[config.mk]
export PLATFORM = sky130hd
export DESIGN_NAME = fetch_queue_flat
export DESIGN_NICKNAME = d
export VERILOG_FILES = /design/src/rtl/fetch_queue_pkg.sv /design/src/rtl/fetch_queue_if.sv /design/src/rtl/fetch_queue.sv /design/src/flat_wrapper.sv
export SDC_FILE = /design/constraint.sdc
export NUM_CORES = 1
export LEC_CHECK = 0
export ABC_AREA = 1
export CORE_MARGIN = 1.5
export CORE_UTILIZATION = 69
export DETAILED_ROUTE_END_ITERATION = 10
export DONT_BUFFER_PORTS = 1
export PLACE_DENSITY = 0.85
export SLEW_MARGIN = 20
export SYNTH_ARGS = -nofsm -noshare
export SYNTH_HDL_FRONTEND = slang
export SYNTH_SLANG_ARGS = --single-unit
[constraint.sdc]
create_clock -name clk -period 4.3 [get_ports clk]
set_input_delay 0.86 -clock clk [delete_from_list [all_inputs] [get_ports clk]]
set_output_delay 0.86 -clock clk [all_outputs]
set_load 0.1 [all_outputs]
[src/rtl/fetch_queue_pkg.sv]
// ============================================================================
// fetch_queue_pkg : shared types and constants for the fetch-to-decode queue
// Revision: 1.0
// ============================================================================
`default_nettype none

package fetch_queue_pkg;

  // One fetched instruction with the PC it came from.
  typedef struct packed {
    logic [31:0] pc;
    logic [31:0] instr;
  } fetch_data_t;

  localparam int unsigned FQ_MAX_DEPTH = 16;

  function automatic bit fq_depth_ok(input int unsigned depth);
    return (depth >= 2) && (depth <= FQ_MAX_DEPTH) && ((depth & (depth - 1)) == 0);
  endfunction

endpackage

`default_nettype wire

[src/rtl/fetch_queue_if.sv]
// ============================================================================
// fetch_queue_if : push/pop handshake, flush controls and status of the queue
// Revision: 1.0
// ============================================================================
`default_nettype none

interface fetch_queue_if
  import fetch_queue_pkg::*;
#(
  parameter int unsigned DATA_W = $bits(fetch_data_t),
  parameter int unsigned DEPTH  = 4
);
  localparam int unsigned CNT_W = $clog2(DEPTH + 1);

  logic              push_valid;
  logic [DATA_W-1:0] push_data;
  logic              push_ready;
  logic              pop_valid;
  logic [DATA_W-1:0] pop_data;
  logic              pop_ready;
  logic              flush;
  logic              flush_keep;
  logic [CNT_W-1:0]  count;
  logic              almost_full;

  // Fetch/decode side that drives the queue.
  modport master (
    output push_valid, push_data, pop_ready, flush, flush_keep,
    input  push_ready, pop_valid, pop_data, count, almost_full
  );

  // The queue itself.
  modport slave (
    input  push_valid, push_data, pop_ready, flush, flush_keep,
    output push_ready, pop_valid, pop_data, count, almost_full
  );

endinterface

`default_nettype wire

[src/rtl/fetch_queue.sv]
// ============================================================================
// fetch_queue : circular buffer between fetch and decode with flush and
//               delay-slot-preserving flush_keep
// Revision: 1.0
// ============================================================================
`default_nettype none

module fetch_queue
  import fetch_queue_pkg::*;
#(
  parameter int unsigned DATA_W = $bits(fetch_data_t),
  parameter int unsigned DEPTH  = 4
) (
  input  wire         clk,
  input  wire         reset,
  fetch_queue_if.slave fq
);

  localparam int unsigned PTR_W = $clog2(DEPTH);
  localparam int unsigned CNT_W = $clog2(DEPTH + 1);

  if (!fq_depth_ok(DEPTH)) begin : g_bad_depth
    $error("fetch_queue: DEPTH must be a power of two between 2 and %0d", FQ_MAX_DEPTH);
  end

  logic [DATA_W-1:0] mem_q [DEPTH];
  logic [DATA_W-1:0] mem_d [DEPTH];
  logic [PTR_W-1:0]  head_q, head_d;
  logic [PTR_W-1:0]  tail_q, tail_d;
  logic [CNT_W-1:0]  count_q, count_d;

  logic              push_ready;
  logic              pop_valid;
  logic              push_fire;
  logic              pop_fire;
  logic [PTR_W-1:0]  head_inc;
  logic [PTR_W-1:0]  head_inc2;
  logic [PTR_W-1:0]  tail_inc;

  assign push_ready = (count_q != CNT_W'(DEPTH));
  assign pop_valid  = (count_q != '0);
  assign push_fire  = fq.push_valid && push_ready;
  assign pop_fire   = pop_valid && fq.pop_ready;
  assign head_inc   = head_q + PTR_W'(1);
  assign head_inc2  = head_q + PTR_W'(2);
  assign tail_inc   = tail_q + PTR_W'(1);

  assign fq.push_ready  = push_ready;
  assign fq.pop_valid   = pop_valid;
  assign fq.pop_data    = mem_q[head_q];
  assign fq.count       = count_q;
  assign fq.almost_full = (count_q >= CNT_W'(DEPTH - 1));

  always_comb begin
    head_d  = head_q;
    tail_d  = tail_q;
    count_d = count_q;
    mem_d   = mem_q;

    if (fq.flush) begin
      tail_d  = head_q;
      count_d = '0;
    end else if (fq.flush_keep) begin
      // Keep only the oldest entry that survives this cycle's pop.
      if (!pop_fire && pop_valid) begin
        tail_d  = head_inc;
        count_d = CNT_W'(1);
      end else if (pop_fire && (count_q >= CNT_W'(2))) begin
        head_d  = head_inc;
        tail_d  = head_inc2;
        count_d = CNT_W'(1);
      end else begin
        // Nothing survives: an incoming push becomes the delay-slot entry.
        head_d  = tail_q;
        tail_d  = tail_q;
        count_d = '0;
        if (push_fire) begin
          mem_d[tail_q] = fq.push_data;
          tail_d        = tail_inc;
          count_d       = CNT_W'(1);
        end
      end
    end else begin
      if (push_fire) begin
        mem_d[tail_q] = fq.push_data;
        tail_d        = tail_inc;
      end
      if (pop_fire) begin
        head_d = head_inc;
      end
      count_d = count_q + CNT_W'(push_fire) - CNT_W'(pop_fire);
    end
  end

  always_ff @(posedge clk) begin
    if (reset) begin
      head_q  <= '0;
      tail_q  <= '0;
      count_q <= '0;
      mem_q   <= '{default: '0};
    end else begin
      head_q  <= head_d;
      tail_q  <= tail_d;
      count_q <= count_d;
      mem_q   <= mem_d;
    end
  end

endmodule

`default_nettype wire

[src/flat_wrapper.sv]
// flat-port wrapper written by rule: the top's interface ports become plain ports
module fetch_queue_flat import fetch_queue_pkg::*;
#(
  parameter int unsigned DATA_W = $bits(fetch_data_t),
  parameter int unsigned DEPTH  = 4
)
  (clk, reset, fq_push_valid, fq_push_data, fq_pop_ready, fq_flush, fq_flush_keep, fq_push_ready, fq_pop_valid, fq_pop_data, fq_count, fq_almost_full);
  fetch_queue_if #(.DATA_W(DATA_W), .DEPTH(DEPTH)) fq_i ();
  input  wire clk;
  input  wire reset;
  input wire logic [$bits(fq_i.push_valid)-1:0] fq_push_valid;
  input wire logic [$bits(fq_i.push_data)-1:0] fq_push_data;
  input wire logic [$bits(fq_i.pop_ready)-1:0] fq_pop_ready;
  input wire logic [$bits(fq_i.flush)-1:0] fq_flush;
  input wire logic [$bits(fq_i.flush_keep)-1:0] fq_flush_keep;
  output wire logic [$bits(fq_i.push_ready)-1:0] fq_push_ready;
  output wire logic [$bits(fq_i.pop_valid)-1:0] fq_pop_valid;
  output wire logic [$bits(fq_i.pop_data)-1:0] fq_pop_data;
  output wire logic [$bits(fq_i.count)-1:0] fq_count;
  output wire logic [$bits(fq_i.almost_full)-1:0] fq_almost_full;
  assign fq_i.push_valid = fq_push_valid;
  assign fq_i.push_data = fq_push_data;
  assign fq_i.pop_ready = fq_pop_ready;
  assign fq_i.flush = fq_flush;
  assign fq_i.flush_keep = fq_flush_keep;
  assign fq_push_ready = fq_i.push_ready;
  assign fq_pop_valid = fq_i.pop_valid;
  assign fq_pop_data = fq_i.pop_data;
  assign fq_count = fq_i.count;
  assign fq_almost_full = fq_i.almost_full;
  fetch_queue #(.DATA_W(DATA_W), .DEPTH(DEPTH)) u_core (.clk(clk), .reset(reset), .fq(fq_i));
endmodule
==> impl_metrics.yaml, run 1 <==
synth:
  ys.flop_type: "dfxtp_1"
  synthCells: 1935
  synth-compound-area-share_pct: 17.2
  synthAdderAreaFrac_pct: 0.924
  ys_warn_count: 0
  ys_ff_latch: 263
  synth_top_area_share_pct: 40.5
  synth_area_leaders: "dfxtp_1 (41%), nor2_1 (13%), nand3_1 (10%)"
  synth_top_family_by_area: "simple AND/OR/NAND/NOR gates"
  syn-num-nets: 2014
  yosysMostFrequentCell: "nor2_1"
  synth_top_cell_by_area: "dfxtp_1"
  synth_commonest_cells: "nor2_1 (452), nand2_1 (276), dfxtp_1 (263)"
  yosys-mux-area-fraction_pct: 0
  avgSynthCellArea_um2: 6.72
  synth_xor_area_share_pct: 0.135
  async_flop_share_pct: 0
  netlist_area_um2: 13000
  seq_area_frac_synth_pct: 40.5
  synth_cell_types: 25
  synth_edf_count: 0
  synth-simple-area-share_pct: 31.6
placement:
  place_inst: 2064
  dp_hpwl_mm: 19.4
  place_congestion: 0.866
  dp_slack_ns: 1.09
  place_area_um2: 14300
  numPortBuffers: 0
setup_path:
  worstPathArrival_ns: 2.74
  slowest_stage: "dfxtp_4"
  reg2reg_setup_slack_ns: 1.06
  critPathLaunchType: "flip-flop"
  ff2ff_path_depth: 10
  cp.required_ns: 3.44
  critical_path_peak_fanout: 34
  slowest_delay_ns: 0.78
  crit_path_cell_trace: "buf_4, o21ai_0, o32ai_4"
  rr_endpoint: "u_core.mem_q[237]"
  end_kind: "primary output"
  worstReg2RegStart: "u_core.fq.count[0]"
  crit_type: "reg -> out"
  crit_buf_inv: 1
  cp_top_family: "compound AO/OA/AOI/OAI gates"
die:
  initial_core_util_pct: 70.0
  ios: 140
  coreArea_um2: 18600
  die-height_um: 140
  dieArea_um2: 19700
  die_x_um: 140
  core.rowCount: 50
timing:
  rsz0062_at_grt: "false"
  worst-slew-pin-transition_ns: 1.07
  finalWorstSetupSlack_ns: 0.702
  timing.final.hold_violations: 0
  slew_headroom_pct: 29.3
  fin_crit_ns: 3.60
  maxSlewViolCount: 0
  tns_ns: 0
  fin_skew_ns: 0.0153
  min_period_over_period_pct: 83.7
  fmax_ghz: 0.278
  setup_viol: 0
cts:
  cts_max_level: 1
  numCtsBuffers: 28
  cts_tree: "done"
  cts_resized: 0
  root_buffer: "clkbuf_16"
  clk_pin_slew_ns: 0.06
  clkLatencyLatePin_ns: 0.54
  cts_sinks: 263
  post_cts.repair.setup_buffers: 0
  clk_path_buf_depth: 3
  ctsHoldBuffers: 0
power_and_ir_drop:
  power_mw: 6.86
  peakVddDrop_uv: 411
  leakage_nw: 6.21
  powerDensity_nw_per_um2: 451
finish:
  stdcell_area_um2: 15200
  multi_input_area_um2: 7740
  num_antenna_cells: 0
  syn_to_final_growth_pct: 17.0
  seqCellArea_um2: 5270
  fillCellCount: 1237
  num-nets-final: 1939
  layout-drive-gt1-share_pct: 10.6
  instances_no_fill: 2115
route:
  topRoutingLayerUsed: "met4"
  met3_length_mm: 2.67
  drt-met1-wl_mm: 13.7
  avgViaCountPerCell: 6.15
  drtAntennaViolNets: 0
  routed_wl_mm: 33.5
  vias: 13000
  first_pass_iters: 8
  wire_per_inst_um: 15.8
  wl_met2_mm: 15.9
  drt_iter0_drc: 1225
  drc_errors: 0
global_route:
  grt_start_max_net_pins: 128
  grt.overflow.total: 0
  grt_pass1_wl_mm: 55.9
  grt_pass1_vias: 11700
  antenna_found_initial: 0
  grt_usage_pct: 33.3
hold_path:
  holdPathStages: 1
  hold_start: "reset"
  worstHoldEndpoint: "u_core.head_q[1]"
  hp-class: "in -> reg"
outcome:
  outcome: "finished, final reports clean"
run:
  max-cap-violations: 0
[registers in the layout, indices dropped and copies added, names as in the netlist]
| name | count |
|---|---|
| u_core.mem_q | 256 |
| u_core.fq.count | 3 |
| u_core.head_q | 2 |
| u_core.tail_q | 2 |
[where the power goes]
part           internal (mW)  switching [mW]
clock                   1.39           0.953
sequential              2.53          0.0639
combinational          0.499            1.42
[worst max-delay path by stage]
| stage | depth (start not counted) | startpoint | slack (ns) | endpoint |
|---|---|---|---|---|
| 3_5_place_dp | 10 | u_core.fq.count[0] | 1.09 | u_core.mem_q[237] |
| 3_3_place_gp | 10 | u_core.fq.count[0] | 1.23 | u_core.mem_q[50] |
| 4_1_cts | 3 | u_core.head_q[1] | 0.69 | fq_pop_data[50] |
| 5_1_grt | 3 | u_core.head_q[1] | 0.59 | fq_pop_data[53] |
| 2_1_floorplan | 5 | u_core.head_q[0] | 0.01 | fq_pop_data[12] |
| 6_report | 3 | u_core.head_q[1] | 0.70 | fq_pop_data[53] |
[kinds of logic after synthesis]
| logic type | Yosys count |
|---|---|
| buffers and inverters | 265 |
| and+or+nand+nor | 998 |
| AOI/OAI and AO/OA | 398 |
| adders and majority gates | 9 |
| DFF | 263 |
| xor gates and xnor gates | 2 |
[cell usage in the layout (no fill, tap or decap)]
cell type,instances
a21oi_1,261
a21oi_2,1
a41oi_1,1
buf_12,7
buf_4,73
clkbuf_1,10
clkbuf_16,29
clkbuf_8,9
clkinv_2,3
dfxtp_1,261
dfxtp_4,2
fa_1,1
ha_1,4
ha_4,4
inv_1,78
inv_4,1
inv_6,1
nand2_1,276
nand2_2,1
nand3_1,262
nand3_2,2
nand3b_1,1
nand4_1,1
nor2_1,452
nor2_2,1
nor2_4,2
o21ai_0,71
o32ai_4,64
xnor2_1,2
[metal layers]
| metal | up-vias | global-route usage (%) |
|---|---|---|
| met5 | - | 0 |
| met4 | 0 | 14.3 |
| met3 | 97 | 6.50 |
| met2 | 569 | 53.0 |
| met1 | 6094 | 44.2 |
| li1 | 6256 | - |
[layout make-up]
type                       count  share of cell area, %
multi-input combinational   1407                   50.9
sequential                   263                   34.7
clock buffer                  48                   5.83
timing repair buffer          80                   4.53
inverter                      80                   2.02
tap                          234                   1.93
clock inverter                 3                 0.0987
[per-stage QoR]
stage          util (%)  hold WS, ns
2_1_floorplan         -        0.446
3_3_place_gp       77.0        0.454
3_5_place_dp       77.0        0.463
4_1_cts            81.8        0.374
5_1_grt            81.8        0.364
6_report           81.8        0.385
Power figures use the tool's default switching activity.
==> inputs of run 2 (changes only) <==
--- a/config.mk
+++ b/config.mk
@@ -5,12 +5,12 @@
 export SDC_FILE = /design/constraint.sdc
 export NUM_CORES = 1
 export LEC_CHECK = 0
-export ABC_AREA = 1
+export ABC_AREA = 0
 export CORE_MARGIN = 1.5
-export CORE_UTILIZATION = 69
+export CORE_UTILIZATION = 57
 export DETAILED_ROUTE_END_ITERATION = 10
 export DONT_BUFFER_PORTS = 1
-export PLACE_DENSITY = 0.85
+export PLACE_DENSITY = 0.75
 export SLEW_MARGIN = 20
 export SYNTH_ARGS = -nofsm -noshare
 export SYNTH_HDL_FRONTEND = slang
==> constraint.sdc (replaced) <==
create_clock -name clk -period 3 [get_ports clk]
set_input_delay 0.6 -clock clk [delete_from_list [all_inputs] [get_ports clk]]
set_output_delay 0.6 -clock clk [all_outputs]
set_load 0.1 [all_outputs]
==> impl_metrics.yaml, run 2 <==
outcome:
  outcome: "finished, final reports clean"
hold_path:
  hp-class: "in -> reg"
synth:
  avgSynthCellArea_um2: 10.8
  netlist_area_um2: 11400
  synth_edf_count: 0
  synthCells: 1057
  syn-num-nets: 1136
  yosysMostFrequentCell: "nand2_1"
  ys.flop_type: "dfxtp_1"
  synth_area_leaders: "dfxtp_1 (46%), mux2i_1 (23%), mux4_2 (13%)"
  synth_cell_types: 41
  synth_top_area_share_pct: 46.2
  seq_area_frac_synth_pct: 46.2
  synth_commonest_cells: "nand2_1 (325), dfxtp_1 (263), mux2i_1 (259)"
  synth_top_cell_by_area: "dfxtp_1"
  ys_ff_latch: 263
  ys_warn_count: 0
  async_flop_share_pct: 0
cts:
  clk_path_buf_depth: 3
  clk_pin_slew_ns: 0.06
  cts_max_level: 1
  root_buffer: "clkbuf_16"
  cts_sinks: 263
  post_cts.repair.setup_buffers: 0
  ctsHoldBuffers: 0
  clkLatencyLatePin_ns: 0.53
  cts_resized: 0
  cts_tree: "done"
  numCtsBuffers: 28
timing:
  tns_ns: 0
  setup_viol: 0
  slew_headroom_pct: 38.5
  fmax_ghz: 0.355
  timing.final.hold_violations: 0
  fin_skew_ns: 0.00907
  min_period_over_period_pct: 93.9
  rsz0062_at_grt: "false"
  fin_crit_ns: 2.82
  maxSlewViolCount: 0
  worst-slew-pin-transition_ns: 0.922
finish:
  largest_reg_flops: 256
  seqCellArea_um2: 5280
  final_util_pct: 64.9
  multi_input_area_um2: 5720
  largest_register: "u_core.mem_q"
  fillCellCount: 1536
  layout_commonest_cell: "nand2_1"
  num_antenna_cells: 0
  instances_no_fill: 1321
  layout-drive-gt1-share_pct: 14.7
  layout_common_cells: "nand2_1 (325), mux2i_1 (259), dfxtp_1 (259)"
  syn_to_final_growth_pct: 11.2
  num-nets-final: 1113
die:
  die-height_um: 144
  coreArea_um2: 19500
  ios: 140
  die_x_um: 144
  initial_core_util_pct: 58.4
  dieArea_um2: 20900
  core.rowCount: 51
placement:
  place_congestion: 0.743
  dp_hpwl_mm: 14.9
  place_inst: 1269
  numPortBuffers: 0
route:
  avgViaCountPerCell: 5.62
  drt_iter0_drc: 361
  drt-met1-wl_mm: 10.6
  topRoutingLayerUsed: "met4"
  vias: 7419
  wl_met2_mm: 11.4
  drtAntennaViolNets: 0
  first_pass_iters: 4
  drc_errors: 0
  routed_wl_mm: 23.8
  met3_length_mm: 1.32
  wire_per_inst_um: 18.0
setup_path:
  cp.required_ns: 2.40
  crit_path_cell_trace: "buf_4, mux4_2"
  critical_path_peak_fanout: 18
  slowest_stage: "mux4_2"
  worstPathArrival_ns: 2.22
  end_kind: "primary output"
  crit_type: "reg -> out"
  slowest_delay_ns: 0.80
  cp_top_family: "multiplexers"
  crit_buf_inv: 1
  critPathLaunchType: "flip-flop"
power_and_ir_drop:
  power_mw: 8.15
  peakVddDrop_uv: 558
  powerDensity_nw_per_um2: 643
  leakage_nw: 5.69
global_route:
  grt_usage_pct: 23.0
  antenna_found_initial: 0
  grt_pass1_wl_mm: 38.2
  grt_pass1_vias: 7617
  grt_start_max_net_pins: 113
  grt.overflow.total: 0
run:
  max-cap-violations: 0
[run 2: logic make-up after synthesis]
| group | after synthesis | share of synthesized area (%) |
|---|---|---|
| buffers and inverters | 93 | 4.07 |
| flip-flops | 263 | 46.2 |
| adder cells (fa/ha/maj) | 9 | 1.05 |
| AO/OA/AOI/OAI | 17 | 1.15 |
| multiplexers | 323 | 35.4 |
| AND/OR/NAND/NOR | 351 | 12.1 |
| XOR/XNOR | 1 | 0.0768 |
[run 2: path summary, 6_finish.rpt]
kind / depth (start not counted) / slack [ns] / from / to
setup / recovery: 2 / 0.18 / u_core.head_q[1] / fq_pop_data[42]
hold / removal: 1 / 0.13 / reset / u_core.head_q[0]
setup reg to reg: 5 / 0.46 / u_core.fq.count[2] / u_core.mem_q[191]
hold reg to reg: 2 / 0.45 / u_core.mem_q[166] / u_core.mem_q[166]
[run 2: report_power, final]
part | internal (mW) | switching [mW]
clock | 2.21 | 1.37
combinational | 0.235 | 0.703
sequential | 3.58 | 0.0530
total | 6.02 | 2.13
[run 2: area by class of cell]
type	count	share of cell area [%]
sequential	263	41.6
inverter	11	0.385
clock inverter	9	0.809
clock buffer	43	7.01
tap	265	2.61
multi-input combinational	701	45.1
timing repair buffer	29	2.51
[run 2: routing by layer]
metal | up-vias | global-route usage, %
li1 | 3604 | -
met1 | 3639 | 29.5
met2 | 137 | 38.8
met3 | 39 | 5.70
met4 | 0 | 6.11
met5 | - | 0
[run 2: per-stage QoR]
step           setup slack, ns  hold WS [ns]  instance area (um2)
6_report                 0.182         0.130                12700
5_1_grt                 0.0485         0.111                12700
4_1_cts                 0.0987         0.106                12700
3_5_place_dp             0.530         0.444                11700
3_3_place_gp             0.575         0.439                11700
2_1_floorplan           0.0457         0.432                11400
==> inputs of run 3 (changes only) <==
--- a/config.mk
+++ b/config.mk
@@ -7,10 +7,10 @@
 export LEC_CHECK = 0
 export ABC_AREA = 0
 export CORE_MARGIN = 1.5
-export CORE_UTILIZATION = 57
+export CORE_UTILIZATION = 68
 export DETAILED_ROUTE_END_ITERATION = 10
 export DONT_BUFFER_PORTS = 1
-export PLACE_DENSITY = 0.75
+export PLACE_DENSITY = 0.84
 export SLEW_MARGIN = 20
 export SYNTH_ARGS = -nofsm -noshare
 export SYNTH_HDL_FRONTEND = slang
==> constraint.sdc (replaced) <==
create_clock -name clk -period 3.5 [get_ports clk]
set_input_delay 0.7 -clock clk [delete_from_list [all_inputs] [get_ports clk]]
set_output_delay 0.7 -clock clk [all_outputs]
set_load 0.01 [all_outputs]
==> impl_metrics.yaml, run 3 (synthesized netlist as in run 2, its figures left out) <==
outcome:
  outcome: "finished, final reports clean"
timing:
  min_period_over_period_pct: 79.5
  slew_headroom_pct: 54.6
  fin_crit_ns: 2.78
  timing.final.hold_violations: 0
  rsz0062_at_grt: "false"
  fin_skew_ns: 0.00786
  setup_viol: 0
  hold_slack_ns: 0.242
  worst-slew-pin-transition_ns: 0.680
  tns_ns: 0
  fmax_ghz: 0.360
  maxSlewViolCount: 0
power_and_ir_drop:
  internal_power_mw: 4.87
  combPwrFrac_pct: 7.4
  switching_share_pct: 23.2
  seq_power_share_pct: 49.2
  leakage_nw: 5.56
  p_switching_mw: 1.47
  clkPwrFrac_pct: 43.4
  powerDensity_nw_per_um2: 513
  peakVddDrop_uv: 417
setup_path:
  end_kind: "primary output"
  ff2ff_path_depth: 5
  critPathLaunchType: "flip-flop"
  crit_type: "reg -> out"
  worstReg2RegStart: "u_core.fq.count[1]"
  reg2reg_setup_slack_ns: 0.83
  cp.required_ns: 2.80
  worstPathArrival_ns: 2.08
  critical_path_peak_fanout: 31
  rr_endpoint: "u_core.mem_q[7]"
finish:
  num_antenna_cells: 0
  layout-drive-gt1-share_pct: 13.0
  stdcell_area_um2: 12400
  fillCellCount: 1107
  largest_reg_flops: 256
  num-nets-final: 1101
  layout_commonest_cell: "nand2_1"
  multi_input_area_um2: 5710
  layout_common_cells: "nand2_1 (325), dfxtp_1 (261), mux2i_1 (259)"
  largest_register: "u_core.mem_q"
  syn_to_final_growth_pct: 8.43
  final_util_pct: 75.1
  instances_no_fill: 1262
  seqCellArea_um2: 5270
die:
  coreArea_um2: 16500
  ios: 140
  die-height_um: 133
  initial_core_util_pct: 69.3
  die_x_um: 133
  dieArea_um2: 17600
  core.rowCount: 47
placement:
  numPortBuffers: 0
  place_inst: 1214
  place_congestion: 0.743
  dp_hpwl_mm: 14.4
  place_area_um2: 11500
route:
  drc_errors: 0
  drt-met1-wl_mm: 10.1
  wire_per_inst_um: 18.5
  met3_length_mm: 1.37
  avgViaCountPerCell: 5.97
  first_pass_iters: 5
  wl_met2_mm: 11.2
  drtAntennaViolNets: 0
  vias: 7534
  drt_iter0_drc: 404
  topRoutingLayerUsed: "met4"
  routed_wl_mm: 23.3
hold_path:
  hold_start: "reset"
  holdPathStages: 1
  hp-class: "in -> reg"
  worstHoldEndpoint: "u_core.head_q[0]"
cts:
  cts_resized: 0
  numCtsBuffers: 26
  cts_max_level: 1
  clk_path_buf_depth: 3
  ctsHoldBuffers: 0
  cts_tree: "done"
  cts_sinks: 263
  clk_pin_slew_ns: 0.06
  root_buffer: "clkbuf_16"
  post_cts.repair.setup_buffers: 0
  clkLatencyLatePin_ns: 0.52
global_route:
  grt_start_max_net_pins: 124
  grt_pass1_vias: 7687
  grt_pass1_wl_mm: 38.2
  grt.overflow.total: 0
  antenna_found_initial: 0
  grt_usage_pct: 26.5
run:
  max-cap-violations: 0
[run 3: how the worst max path moves through the flow]
stage	from	end	cells after the start
floorplan	u_core.head_q[1]	fq_pop_data[10]	5
global placement	u_core.fq.count[1]	u_core.mem_q[6]	5
detailed placement	u_core.fq.count[1]	u_core.mem_q[7]	5
CTS	u_core.head_q[0]	fq_pop_data[34]	2
global route	u_core.head_q[0]	fq_pop_data[37]	2
finish	u_core.head_q[0]	fq_pop_data[34]	2
[run 3: power groups by stage]
| stage | combinational [mW] | sequential [mW] | clock, mW |
|---|---|---|---|
| 2_1_floorplan | 0.393 | 3.16 | 0 |
| 6_report | 0.469 | 3.12 | 2.75 |
| 5_1_grt | 0.505 | 3.13 | 2.91 |
| 3_5_place_dp | 0.467 | 3.19 | 0 |
| 4_1_cts | 0.470 | 3.12 | 2.80 |
| 3_3_place_gp | 0.458 | 3.18 | 0 |
[run 3: worst max-delay path, cell delays in order (launching register included)]
cell and delay [ns]:
dfxtp_4 0.71, buf_4 0.42, mux4_2 0.43
[run 3: metrics by stage]
stage          setup slack [ns]  power [mW]
3_5_place_dp              0.881        3.65
5_1_grt                   0.616        6.54
4_1_cts                   0.674        6.39
3_3_place_gp              0.915        3.64
6_report                  0.719        6.34
2_1_floorplan              1.01        3.55
[run 3: layer usage]
metal	global-route usage, %	vias up
met5	0	-
met4	7.57	0
met3	5.79	51
met2	45.8	206
met1	33.7	3695
li1	-	3582
[run 3: final cells by class]
class	count	share of cell area [%]
clock inverters	15	1.03
multi-input cells	701	46.2
repair buffers	19	1.66
well taps	220	2.23
inverters	11	0.394
flip-flops and latches	263	42.6
clock buffers	33	5.89
